==> config.mk <==
export PLATFORM = sky130hd
export DESIGN_NAME = valet_dispatch_scheduler
export DESIGN_NICKNAME = d
export VERILOG_FILES = /design/src/rtl/valet_dispatch_scheduler.sv
export SDC_FILE = /design/constraint.sdc
export NUM_CORES = 1
export LEC_CHECK = 0
export ABC_AREA = 0
export CORE_MARGIN = 4
export CORE_UTILIZATION = 48
export DETAILED_ROUTE_END_ITERATION = 8
export HOLD_SLACK_MARGIN = 0.02
export MAX_ROUTING_LAYER = met4
export PLACE_DENSITY_LB_ADDON = 0.08
export SLEW_MARGIN = 40
export SYNTH_ARGS = -nofsm -noshare
export SYNTH_HDL_FRONTEND = slang
export SYNTH_SLANG_ARGS = --single-unit
==> constraint.sdc <==
create_clock -name clk -period 1.9 [get_ports clk]
set_clock_uncertainty 0.1 [all_clocks]
set_input_delay 0.19 -clock clk [delete_from_list [all_inputs] [get_ports clk]]
set_output_delay 0.19 -clock clk [all_outputs]
set_load 0.02 [all_outputs]
==> src/rtl/valet_dispatch_scheduler.sv <==
// Central dispatch sequencer for the valet arena lanes: arbitrates arrivals and
// returns into a single outstanding lane command and enforces stall/drop timeouts.
module valet_dispatch_scheduler #(
    parameter int ID_W        = 8,
    parameter int STALL_LIMIT = 10,
    parameter int DROP_LIMIT  = 20,
    parameter int RET_BURST   = 2
) (
    input  logic            clk,
    input  logic            rst_n,
    input  logic            arr_valid,
    input  logic [ID_W-1:0] arr_id,
    input  logic [1:0]      arr_pref,
    output logic            arr_ready,
    input  logic            ret_valid,
    input  logic [ID_W-1:0] ret_id,
    input  logic [1:0]      ret_lane,
    output logic            ret_ready,
    input  logic [2:0]      lane_full,
    output logic            cmd_valid,
    output logic            cmd_op,
    output logic [1:0]      cmd_lane,
    output logic [ID_W-1:0] cmd_id,
    input  logic            lane_ack,
    input  logic            lane_hit,
    output logic            done_valid,
    output logic            done_ok,
    output logic            stall_evt,
    output logic            drop_evt,
    output logic [ID_W-1:0] evt_id,
    output logic            busy
);

    localparam int SC_W = $clog2(STALL_LIMIT + 1);
    localparam int WC_W = $clog2(DROP_LIMIT + 1);
    localparam int RS_W = $clog2(RET_BURST + 1);
    localparam logic [SC_W-1:0] STALL_LAST = SC_W'(STALL_LIMIT - 1);
    localparam logic [WC_W-1:0] WAIT_LAST  = WC_W'(DROP_LIMIT - 1);
    localparam logic [RS_W-1:0] STREAK_MAX = RS_W'(RET_BURST);

    typedef enum logic [1:0] {IDLE, ISSUE, WAIT_ACK} state_t;

    state_t          state_q, state_d;
    logic            op_q, op_d;
    logic [1:0]      lane_q, lane_d;
    logic [ID_W-1:0] id_q, id_d;
    logic [RS_W-1:0] streak_q, streak_d;
    logic [SC_W-1:0] stall_cnt_q, stall_cnt_d;
    logic [WC_W-1:0] wait_cnt_q, wait_cnt_d;
    logic            done_d, ok_d, stall_evt_d, drop_d;
    logic [ID_W-1:0] evt_id_d;
    logic            arr_take, ret_take;
    logic            all_full, arr_elig, ret_win, arr_win;
    logic [1:0]      p0, p1, p2, arr_lane;

    assign all_full = &lane_full;
    assign arr_elig = arr_valid & ~all_full;
    assign ret_win  = ret_valid & ~((streak_q == STREAK_MAX) & arr_elig);
    assign arr_win  = arr_elig & ~ret_win;

    // Walk pref, pref+1, pref+2 (mod 3) and take the first lane with room.
    always_comb begin
        p0 = (arr_pref == 2'b11) ? 2'd0 : arr_pref;
        p1 = (p0 == 2'd2) ? 2'd0 : p0 + 2'd1;
        p2 = (p1 == 2'd2) ? 2'd0 : p1 + 2'd1;
        if (!lane_full[p0])
            arr_lane = p0;
        else if (!lane_full[p1])
            arr_lane = p1;
        else
            arr_lane = p2;
    end

    always_comb begin
        state_d     = state_q;
        op_d        = op_q;
        lane_d      = lane_q;
        id_d        = id_q;
        streak_d    = streak_q;
        stall_cnt_d = stall_cnt_q;
        wait_cnt_d  = wait_cnt_q;
        done_d      = 1'b0;
        ok_d        = 1'b0;
        stall_evt_d = 1'b0;
        drop_d      = 1'b0;
        evt_id_d    = '0;
        arr_take    = 1'b0;
        ret_take    = 1'b0;
        if (!arr_valid)
            stall_cnt_d = '0;
        case (state_q)
            IDLE: begin
                if (ret_win) begin
                    ret_take = 1'b1;
                    if (streak_q != STREAK_MAX)
                        streak_d = streak_q + RS_W'(1);
                    // Unknown lane: nothing to dequeue, report it as lost right away.
                    if (ret_lane == 2'b11) begin
                        done_d   = 1'b1;
                        drop_d   = 1'b1;
                        evt_id_d = ret_id;
                    end else begin
                        op_d    = 1'b1;
                        lane_d  = ret_lane;
                        id_d    = ret_id;
                        state_d = ISSUE;
                    end
                end else if (arr_win) begin
                    arr_take    = 1'b1;
                    streak_d    = '0;
                    stall_cnt_d = '0;
                    op_d        = 1'b0;
                    lane_d      = arr_lane;
                    id_d        = arr_id;
                    state_d     = ISSUE;
                end else if (arr_valid && all_full) begin
                    if (stall_cnt_q == STALL_LAST) begin
                        arr_take    = 1'b1;
                        stall_cnt_d = '0;
                        stall_evt_d = 1'b1;
                        evt_id_d    = arr_id;
                    end else begin
                        stall_cnt_d = stall_cnt_q + SC_W'(1);
                    end
                end
            end
            ISSUE: begin
                state_d    = WAIT_ACK;
                wait_cnt_d = '0;
            end
            WAIT_ACK: begin
                if (lane_ack) begin
                    done_d      = 1'b1;
                    ok_d        = lane_hit;
                    drop_d      = op_q & ~lane_hit;
                    stall_evt_d = ~op_q & ~lane_hit;
                    evt_id_d    = id_q;
                    state_d     = IDLE;
                end else if (wait_cnt_q == WAIT_LAST) begin
                    done_d      = 1'b1;
                    drop_d      = op_q;
                    stall_evt_d = ~op_q;
                    evt_id_d    = id_q;
                    state_d     = IDLE;
                end else begin
                    wait_cnt_d = wait_cnt_q + WC_W'(1);
                end
            end
            default: state_d = IDLE;
        endcase
    end

    always_ff @(posedge clk) begin
        if (!rst_n) begin
            state_q     <= IDLE;
            op_q        <= 1'b0;
            lane_q      <= '0;
            id_q        <= '0;
            streak_q    <= '0;
            stall_cnt_q <= '0;
            wait_cnt_q  <= '0;
            done_valid  <= 1'b0;
            done_ok     <= 1'b0;
            stall_evt   <= 1'b0;
            drop_evt    <= 1'b0;
            evt_id      <= '0;
        end else begin
            state_q     <= state_d;
            op_q        <= op_d;
            lane_q      <= lane_d;
            id_q        <= id_d;
            streak_q    <= streak_d;
            stall_cnt_q <= stall_cnt_d;
            wait_cnt_q  <= wait_cnt_d;
            done_valid  <= done_d;
            done_ok     <= ok_d;
            stall_evt   <= stall_evt_d;
            drop_evt    <= drop_d;
            evt_id      <= evt_id_d;
        end
    end

    // Ready is masked during reset so nothing is consumed while the block is held.
    assign arr_ready = arr_take & rst_n;
    assign ret_ready = ret_take & rst_n;
    assign cmd_valid = (state_q == ISSUE);
    assign cmd_op    = cmd_valid & op_q;
    assign cmd_lane  = cmd_valid ? lane_q : 2'b00;
    assign cmd_id    = cmd_valid ? id_q : '0;
    assign busy      = (state_q != IDLE);

endmodule

==> metrics.txt, run 1 <==
# TYPE chip_impl_metric gauge
chip_impl_metric{name="floorplan.core_area",unit="um^2"} 4000
chip_impl_info{name="cts_tree",value="built"} 1
chip_impl_metric{name="cpPeakStageDelay",unit="ns"} 0.35
chip_impl_metric{name="multi_input_area",unit="um^2"} 1220
chip_impl_info{name="worst_path_max_delay_cell",value="dfxtp_2"} 1
chip_impl_metric{name="numClockSinks",unit=""} 36
chip_impl_metric{name="crit_arrival",unit="ns"} 1.56
chip_impl_metric{name="number_of_hold_buffers_added_after_cts",unit=""} 0
chip_impl_metric{name="grt_pass1_wl",unit="mm"} 9.25
chip_impl_metric{name="yosysWarnings",unit=""} 0
chip_impl_metric{name="post_drt_wl_per_cell",unit="um"} 15.0
chip_impl_info{name="min_path_type",value="reg -> reg"} 1
chip_impl_metric{name="insertedDiodeCount",unit=""} 0
chip_impl_metric{name="finalNetCount",unit=""} 358
chip_impl_info{name="synthMostInstantiatedCell",value="dfxtp_1"} 1
chip_impl_info{name="synth_area_leaders",value="dfxtp_1, a311oi_2, nand2_1"} 1
chip_impl_metric{name="syn-num-nets",unit=""} 267
chip_impl_metric{name="yosys.area.top_type_share",unit=""} 0.361
chip_impl_info{name="timing.critical_path.to_type",value="primary output"} 1
chip_impl_info{name="run_status",value="complete, no violations"} 1
chip_impl_metric{name="synthesized_instance_count",unit=""} 231
chip_impl_metric{name="ctsLongestPathBuffers",unit=""} 2
chip_impl_metric{name="place.detailed.hpwl",unit="mm"} 4.10
chip_impl_info{name="critical_path.top_delay_family",value="buffers and inverters"} 1
chip_impl_metric{name="timing.critical_path.buf_inv",unit=""} 3
chip_impl_metric{name="maximum_number_of_pins_on_one_net_before_global_route_repair",unit=""} 22
chip_impl_metric{name="ys_types",unit=""} 52
chip_impl_metric{name="worstMarginPinSlew",unit="ns"} 0.500
chip_impl_metric{name="max_clock_freq",unit="GHz"} 0.541
chip_impl_metric{name="initial_core_util",unit=""} 0.499
chip_impl_info{name="timing.setup.critical_path_class",value="reg -> out"} 1
chip_impl_metric{name="io-pin-count",unit=""} 56
chip_impl_metric{name="fin_util",unit=""} 0.745
chip_impl_metric{name="sequential_cell_area",unit="um^2"} 723
chip_impl_metric{name="synth-seq-cells",unit=""} 36
chip_impl_metric{name="portBuffers",unit=""} 55
chip_impl_metric{name="grt_pass1_vias",unit=""} 2057
chip_impl_metric{name="wl",unit="mm"} 5.58
chip_impl_metric{name="path_max_fanout",unit=""} 10
chip_impl_metric{name="report.final.hold_viol_count",unit=""} 0
chip_impl_metric{name="power.density",unit="nW/um^2"} 713
chip_impl_info{name="clock_tree.root_cell",value="clkbuf_8"} 1
chip_impl_info{name="critical_path_cell_by_cell",value="inv_1 -> ha_1 -> buf_4 -> and2_1 -> dlygate4sd2_1"} 1
chip_impl_metric{name="worst_ep_required",unit="ns"} 1.61
chip_impl_metric{name="clk_transition_reported_paths",unit="ns"} 0.07
chip_impl_metric{name="ff2ff_setup_slack",unit="ns"} 0.08
chip_impl_metric{name="cts.htree.levels",unit=""} 2
chip_impl_metric{name="drt_iter0_markers",unit=""} 159
chip_impl_metric{name="min_period_over_period",unit=""} 0.972
chip_impl_metric{name="tightest_slew_margin_relative_to_the_limit",unit=""} 0.664
chip_impl_info{name="synth_common_cells",value="dfxtp_1, nand2_1, nor2_1"} 1
chip_impl_metric{name="asyncSetResetFlopFracSynth",unit=""} 0
chip_impl_metric{name="drcViolationCount",unit=""} 0
chip_impl_metric{name="route.detailed.vias_per_inst",unit=""} 5.62
chip_impl_metric{name="num-fill-cells",unit=""} 313
chip_impl_metric{name="vdd_ir_drop_max",unit="mV"} 0.451
chip_impl_metric{name="final.hold.worst_slack",unit="ns"} 0.376
chip_impl_metric{name="seq_area_frac_synth",unit=""} 0.361
chip_impl_metric{name="die_area",unit="um^2"} 5260
chip_impl_metric{name="mean_syn_cell_area",unit="um^2"} 8.64
chip_impl_metric{name="globalRouteTotalUtil",unit=""} 0.228
chip_impl_metric{name="tritoncts.num_buffers",unit=""} 5
chip_impl_metric{name="edff_count_synth",unit=""} 0
chip_impl_info{name="synth_top_flop_cell",value="dfxtp_1"} 1
chip_impl_metric{name="layout-drive-gt1-share",unit=""} 0.232
chip_impl_metric{name="slew_viol_final",unit=""} 0
chip_impl_metric{name="gp_routability_congestion",unit=""} 0.816
chip_impl_metric{name="worstSkewPairLatency",unit="ns"} 0.28
chip_impl_metric{name="power_leakage",unit="nW"} 1.20
chip_impl_metric{name="antenna_left",unit=""} 0
chip_impl_metric{name="fp.dieH",unit="um"} 72.5
chip_impl_metric{name="area_growth",unit="%"} 49.3
chip_impl_info{name="startpoint_types",value="flop"} 1
chip_impl_metric{name="core.rowCount",unit=""} 23
chip_impl_metric{name="overall_via_count_from_detail_route",unit=""} 2097
chip_impl_metric{name="fin_crit",unit="ns"} 1.85
chip_impl_metric{name="die_extent_in_x",unit="um"} 72.5
chip_impl_metric{name="grt-ovfl-total",unit=""} 0
chip_impl_metric{name="antenna_found_initial",unit=""} 0
chip_impl_metric{name="finalSetupViolations",unit=""} 0
chip_impl_metric{name="drt-pass1-iter-count",unit=""} 5
chip_impl_metric{name="cap_viol_max_count",unit=""} 0
chip_impl_info{name="synth_top_cell_by_area",value="dfxtp_1"} 1
chip_impl_metric{name="netlist_area",unit="um^2"} 2000
-- layout by cell type (no fill, tap or decap), types with 3 or more instances in the layout --
| cell | instances |
|---|---|
| clkdlybuf4s50_1 | 40 |
| buf_4 | 36 |
| dfxtp_1 | 34 |
| nand2_1 | 27 |
| nor2_1 | 21 |
| a21oi_1 | 19 |
| inv_1 | 13 |
| and2_1 | 13 |
| dlygate4sd2_1 | 11 |
| a222oi_1 | 8 |
| a311oi_2 | 8 |
| nand3b_1 | 6 |
| clkbuf_8 | 6 |
| o21ai_1 | 5 |
| ha_1 | 5 |
| nand2b_1 | 3 |
| o21ai_0 | 3 |
| nor3_1 | 3 |
| a31oi_1 | 3 |
| a22oi_1 | 3 |
| nand3_1 | 3 |
| xnor2_1 | 3 |
-- per-stage QoR --
stage / power [W] / TNS, ns / cells / setup WS (ns) / instance area [um^2]
finish: 0.00213 / 0 / 373 / 0.0526 / 2980
CTS: 0.00211 / 0 / 372 / 0.00822 / 2940
global route: 0.00224 / -0.0177 / 373 / -0.0177 / 2980
detailed placement: 0.00159 / -2.11 / 364 / -0.252 / 2860
global placement: 0.00157 / -1.31 / 364 / -0.237 / 2860
floorplan: 0.00127 / 0 / 231 / 0.0974 / 2000
-- per-layer routing --
metal | GRT usage | part of all wire
met2 | 0.352 | 0.48
met5 | - | 0
met4 | 0.0656 | 0.011
met3 | 0.0568 | 0.072
met1 | 0.296 | 0.44
-- cell families after synthesis --
group	share of synthesized area
AO/OA/AOI/OAI	0.291
AND/OR/NAND/NOR	0.230
buffers and inverters	0.0514
multiplexers	0.0100
flip-flops	0.361
adder cells (fa/ha/maj)	0.0439
XOR/XNOR	0.0132
-- area by class of cell --
type,count,share of cell area
clock inverters,2,0.00336
flip-flops and latches,36,0.243
well taps,50,0.0210
clock buffers,6,0.0277
repair buffers,93,0.279
inverters,15,0.0189
multi-input cells,171,0.408
-- tightest hold or removal path: stages (launching register included) --
cell and delay (ns):
dfxtp_1 0.31, nand2_1 0.05, o22ai_1 0.06
-- timing repair --
item / in CTS / in global routing
gates cloned: 0 / 1
buffers inserted: 0 / 0
resized for setup: 19 / 18
endpoints found under the setup margin: 14 / 35
pin swaps: 0 / 2
-- path summary, 6_finish.rpt --
| check | endpoint | from | depth (start not counted) |
|---|---|---|---|
| setup / recovery | cmd_lane[1] | state_q[1] | 5 |
| hold / removal | lane_q[1] | lane_q[1] | 2 |
| setup reg to reg | id_q[1] | state_q[0] | 8 |
| hold reg to reg | lane_q[1] | lane_q[1] | 2 |
-- power breakdown --
group / switching (W) / total, W / internal [W]
Sequential: 0.0000425 / 0.000859 / 0.000817
Clock: 0.000263 / 0.000552 / 0.000289
Combinational: 0.000390 / 0.000716 / 0.000325
Total: 0.000696 / 0.00213 / 0.00143
-- registers in the layout (all words and copies together) (netlist names), 2 cells and up --
| name | count |
|---|---|
| lane_q | 2 |
| evt_id | 8 |
| id_q | 8 |
| streak_q | 2 |
| wait_cnt_q | 5 |
| state_q | 2 |
| stall_cnt_q | 4 |
No activity file was read; power rests on OpenSTA's default activity.
==> inputs of run 2 (changes only) <==
--- a/config.mk
+++ b/config.mk
@@ -6,8 +6,9 @@
 export NUM_CORES = 1
 export LEC_CHECK = 0
 export ABC_AREA = 0
+export CAP_MARGIN = 20
 export CORE_MARGIN = 4
-export CORE_UTILIZATION = 48
+export CORE_UTILIZATION = 43
 export DETAILED_ROUTE_END_ITERATION = 8
 export HOLD_SLACK_MARGIN = 0.02
 export MAX_ROUTING_LAYER = met4
==> constraint.sdc (replaced) <==
create_clock -name clk -period 1.58 [get_ports clk]
set_clock_uncertainty 0.1 [all_clocks]
set_input_delay 0.158 -clock clk [delete_from_list [all_inputs] [get_ports clk]]
set_output_delay 0.158 -clock clk [all_outputs]
set_load 0.02 [all_outputs]
==> run 2 against run 1 <==
  * The flow now finishes with violations (negative setup slack)
  * Power rose by 44%
  * Non-clock buffer count is 27 higher
  * Critical path depth is 2 higher
  * Clock power up 27%
  * Sequential power rose by 23%
  * Critical path type is now reg -> reg
  * Largest cell class unchanged
  * Highest routed layer unchanged
==> metrics.txt, run 2 (same netlist as run 1, synthesis figures left out) <==
# TYPE chip_impl_metric gauge
chip_impl_metric{name="cap_viol_max_count",unit=""} 0
chip_impl_metric{name="layout-drive-gt1-share",unit=""} 0.462
chip_impl_metric{name="floorplan.core_area",unit="um^2"} 4410
chip_impl_info{name="cts_tree",value="built"} 1
chip_impl_metric{name="route.detailed.vias_per_inst",unit=""} 5.69
chip_impl_metric{name="gp_routability_congestion",unit=""} 0.826
chip_impl_metric{name="antenna_found_initial",unit=""} 0
chip_impl_info{name="most-common-layout-cells",value="buf_4, clkdlybuf4s50_1, dfxtp_1"} 1
chip_impl_metric{name="finalNetCount",unit=""} 386
chip_impl_metric{name="number_of_cells_on_the_worst_hold_path",unit=""} 3
chip_impl_metric{name="max_clock_freq",unit="GHz"} 0.584
chip_impl_info{name="startpoint_types",value="flop"} 1
chip_impl_metric{name="worst_r2r_path_depth",unit=""} 7
chip_impl_metric{name="number_of_hold_buffers_added_after_cts",unit=""} 0
chip_impl_metric{name="die_extent_in_x",unit="um"} 76.1
chip_impl_info{name="timing.setup.critical_path_class",value="reg -> reg"} 1
chip_impl_metric{name="cts.htree.levels",unit=""} 2
chip_impl_metric{name="min_period_over_period",unit=""} 1.08
chip_impl_metric{name="antenna_left",unit=""} 0
chip_impl_metric{name="insertedDiodeCount",unit=""} 0
chip_impl_metric{name="ctsLongestPathBuffers",unit=""} 2
chip_impl_metric{name="overall_via_count_from_detail_route",unit=""} 2294
chip_impl_metric{name="vdd_ir_drop_max",unit="mV"} 0.447
chip_impl_metric{name="final.hold.worst_slack",unit="ns"} 0.383
chip_impl_metric{name="place.detailed.hpwl",unit="mm"} 4.38
chip_impl_metric{name="slew_viol_final",unit=""} 0
chip_impl_metric{name="grt_pass1_wl",unit="mm"} 10.8
chip_impl_metric{name="drt_iter0_markers",unit=""} 178
chip_impl_info{name="largest_regs",value="evt_id (8), id_q (8), wait_cnt_q (5)"} 1
chip_impl_metric{name="fin_crit",unit="ns"} 1.71
chip_impl_metric{name="grt_pass1_vias",unit=""} 2236
chip_impl_metric{name="area_growth",unit="%"} 77.3
chip_impl_metric{name="grt-ovfl-total",unit=""} 0
chip_impl_info{name="layout_commonest_cell",value="buf_4"} 1
chip_impl_metric{name="die_area",unit="um^2"} 5800
chip_impl_metric{name="power_leakage",unit="nW"} 1.36
chip_impl_metric{name="tightest_slew_margin_relative_to_the_limit",unit=""} 0.811
chip_impl_metric{name="globalRouteTotalUtil",unit=""} 0.229
chip_impl_info{name="grt_setup_unrepaired",value="yes"} 1
chip_impl_metric{name="fp.dieH",unit="um"} 76.1
chip_impl_metric{name="maximum_number_of_pins_on_one_net_before_global_route_repair",unit=""} 12
chip_impl_metric{name="worstSkewPairLatency",unit="ns"} 0.29
chip_impl_metric{name="worstMarginPinSlew",unit="ns"} 0.284
chip_impl_info{name="min_path_type",value="in -> reg"} 1
chip_impl_metric{name="finalSetupViolations",unit=""} 33
chip_impl_info{name="failed_checks",value="negative setup slack"} 1
chip_impl_metric{name="drt-pass1-iter-count",unit=""} 4
chip_impl_metric{name="portBuffers",unit=""} 55
chip_impl_metric{name="clk_transition_reported_paths",unit="ns"} 0.08
chip_impl_metric{name="drcViolationCount",unit=""} 0
chip_impl_metric{name="path_max_fanout",unit=""} 6
chip_impl_metric{name="report.final.hold_viol_count",unit=""} 0
chip_impl_metric{name="power.density",unit="nW/um^2"} 863
chip_impl_metric{name="core.rowCount",unit=""} 24
chip_impl_metric{name="numClockSinks",unit=""} 36
chip_impl_metric{name="initial_core_util",unit=""} 0.452
chip_impl_metric{name="tritoncts.num_buffers",unit=""} 5
chip_impl_metric{name="place_worst_setup_slack",unit="ns"} -0.432
chip_impl_info{name="run_status",value="finished with violations"} 1
chip_impl_info{name="clock_tree.root_cell",value="clkbuf_8"} 1
chip_impl_metric{name="io-pin-count",unit=""} 56
chip_impl_metric{name="post_drt_wl_per_cell",unit="um"} 17.2
chip_impl_metric{name="wl",unit="mm"} 6.94
chip_impl_info{name="timing.critical_path.to_type",value="flop"} 1
chip_impl_metric{name="worst_ep_required",unit="ns"} 1.66
chip_impl_metric{name="crit_arrival",unit="ns"} 1.79
chip_impl_metric{name="finalWorstSetupSlack",unit="ns"} -0.133
run 2: repair_timing:
| action | CTS | global route |
|---|---|---|
| cloned | 4 | 1 |
| endpoints found under the hold margin | 0 | 0 |
| endpoints found under the setup margin | 48 | 46 |
| resized for setup | 118 | 50 |
| setup buffers | 5 | 5 |
| pin swaps | 19 | 11 |
run 2: worst max-delay path, stage by stage, from the launching register on:
cell,delay (ns)
dfxtp_2,0.37
inv_4,0.06
ha_4,0.17
buf_6,0.12
and2_4,0.13
a22o_4,0.24
and2_4,0.19
o2111a_1,0.23
run 2: per-stage QoR:
step	setup TNS, ns	total power (W)	instance area [um^2]	utilization	instances
final	-2.17	0.00306	3540	0.802	403
after global routing	-4.31	0.00318	3540	0.802	403
after CTS	-1.69	0.00282	3300	0.748	397
after detailed placement	-11.61	0.00199	3000	0.679	381
after global placement	-10.62	0.00198	3000	0.679	381
after floorplan	-0.397	0.00157	2050	-	231
run 2: final timing paths:
path / start / to / slack (ns)
worst max-delay path: state_q[1] / lane_q[0] / -0.13
worst max register to register: state_q[1] / lane_q[0] / -0.13
worst min-delay path: ret_id[4] / id_q[4] / 0.38
worst min register to register: lane_q[1] / lane_q[1] / 0.39
run 2: cell type report:
cell class              count  area (um^2)
clock inverters             1         7.51
fillers                   285          873
well taps                  52         65.1
clock buffers               7         86.3
multi-input cells         172         1490
repair buffers            120         1090
inverters                  15         66.3
flip-flops and latches     36          731
run 2: layer usage:
layer	vias to the layer above	wire (um)	part of all wire	global-route usage
met5	-	0	0	-
met4	0	112	0.016	0.0769
met3	12	462	0.067	0.0437
met2	96	3490	0.50	0.378
met1	1098	2870	0.41	0.280
li1	1088	-	-	-
run 2: power by group:
group          switching, W  total [W]  leakage, nW  internal (W)
sequential        0.0000728    0.00106        0.296      0.000984
combinational      0.000634    0.00130         1.02      0.000666
clock              0.000344   0.000699       0.0445      0.000355
total               0.00105    0.00306         1.36       0.00200
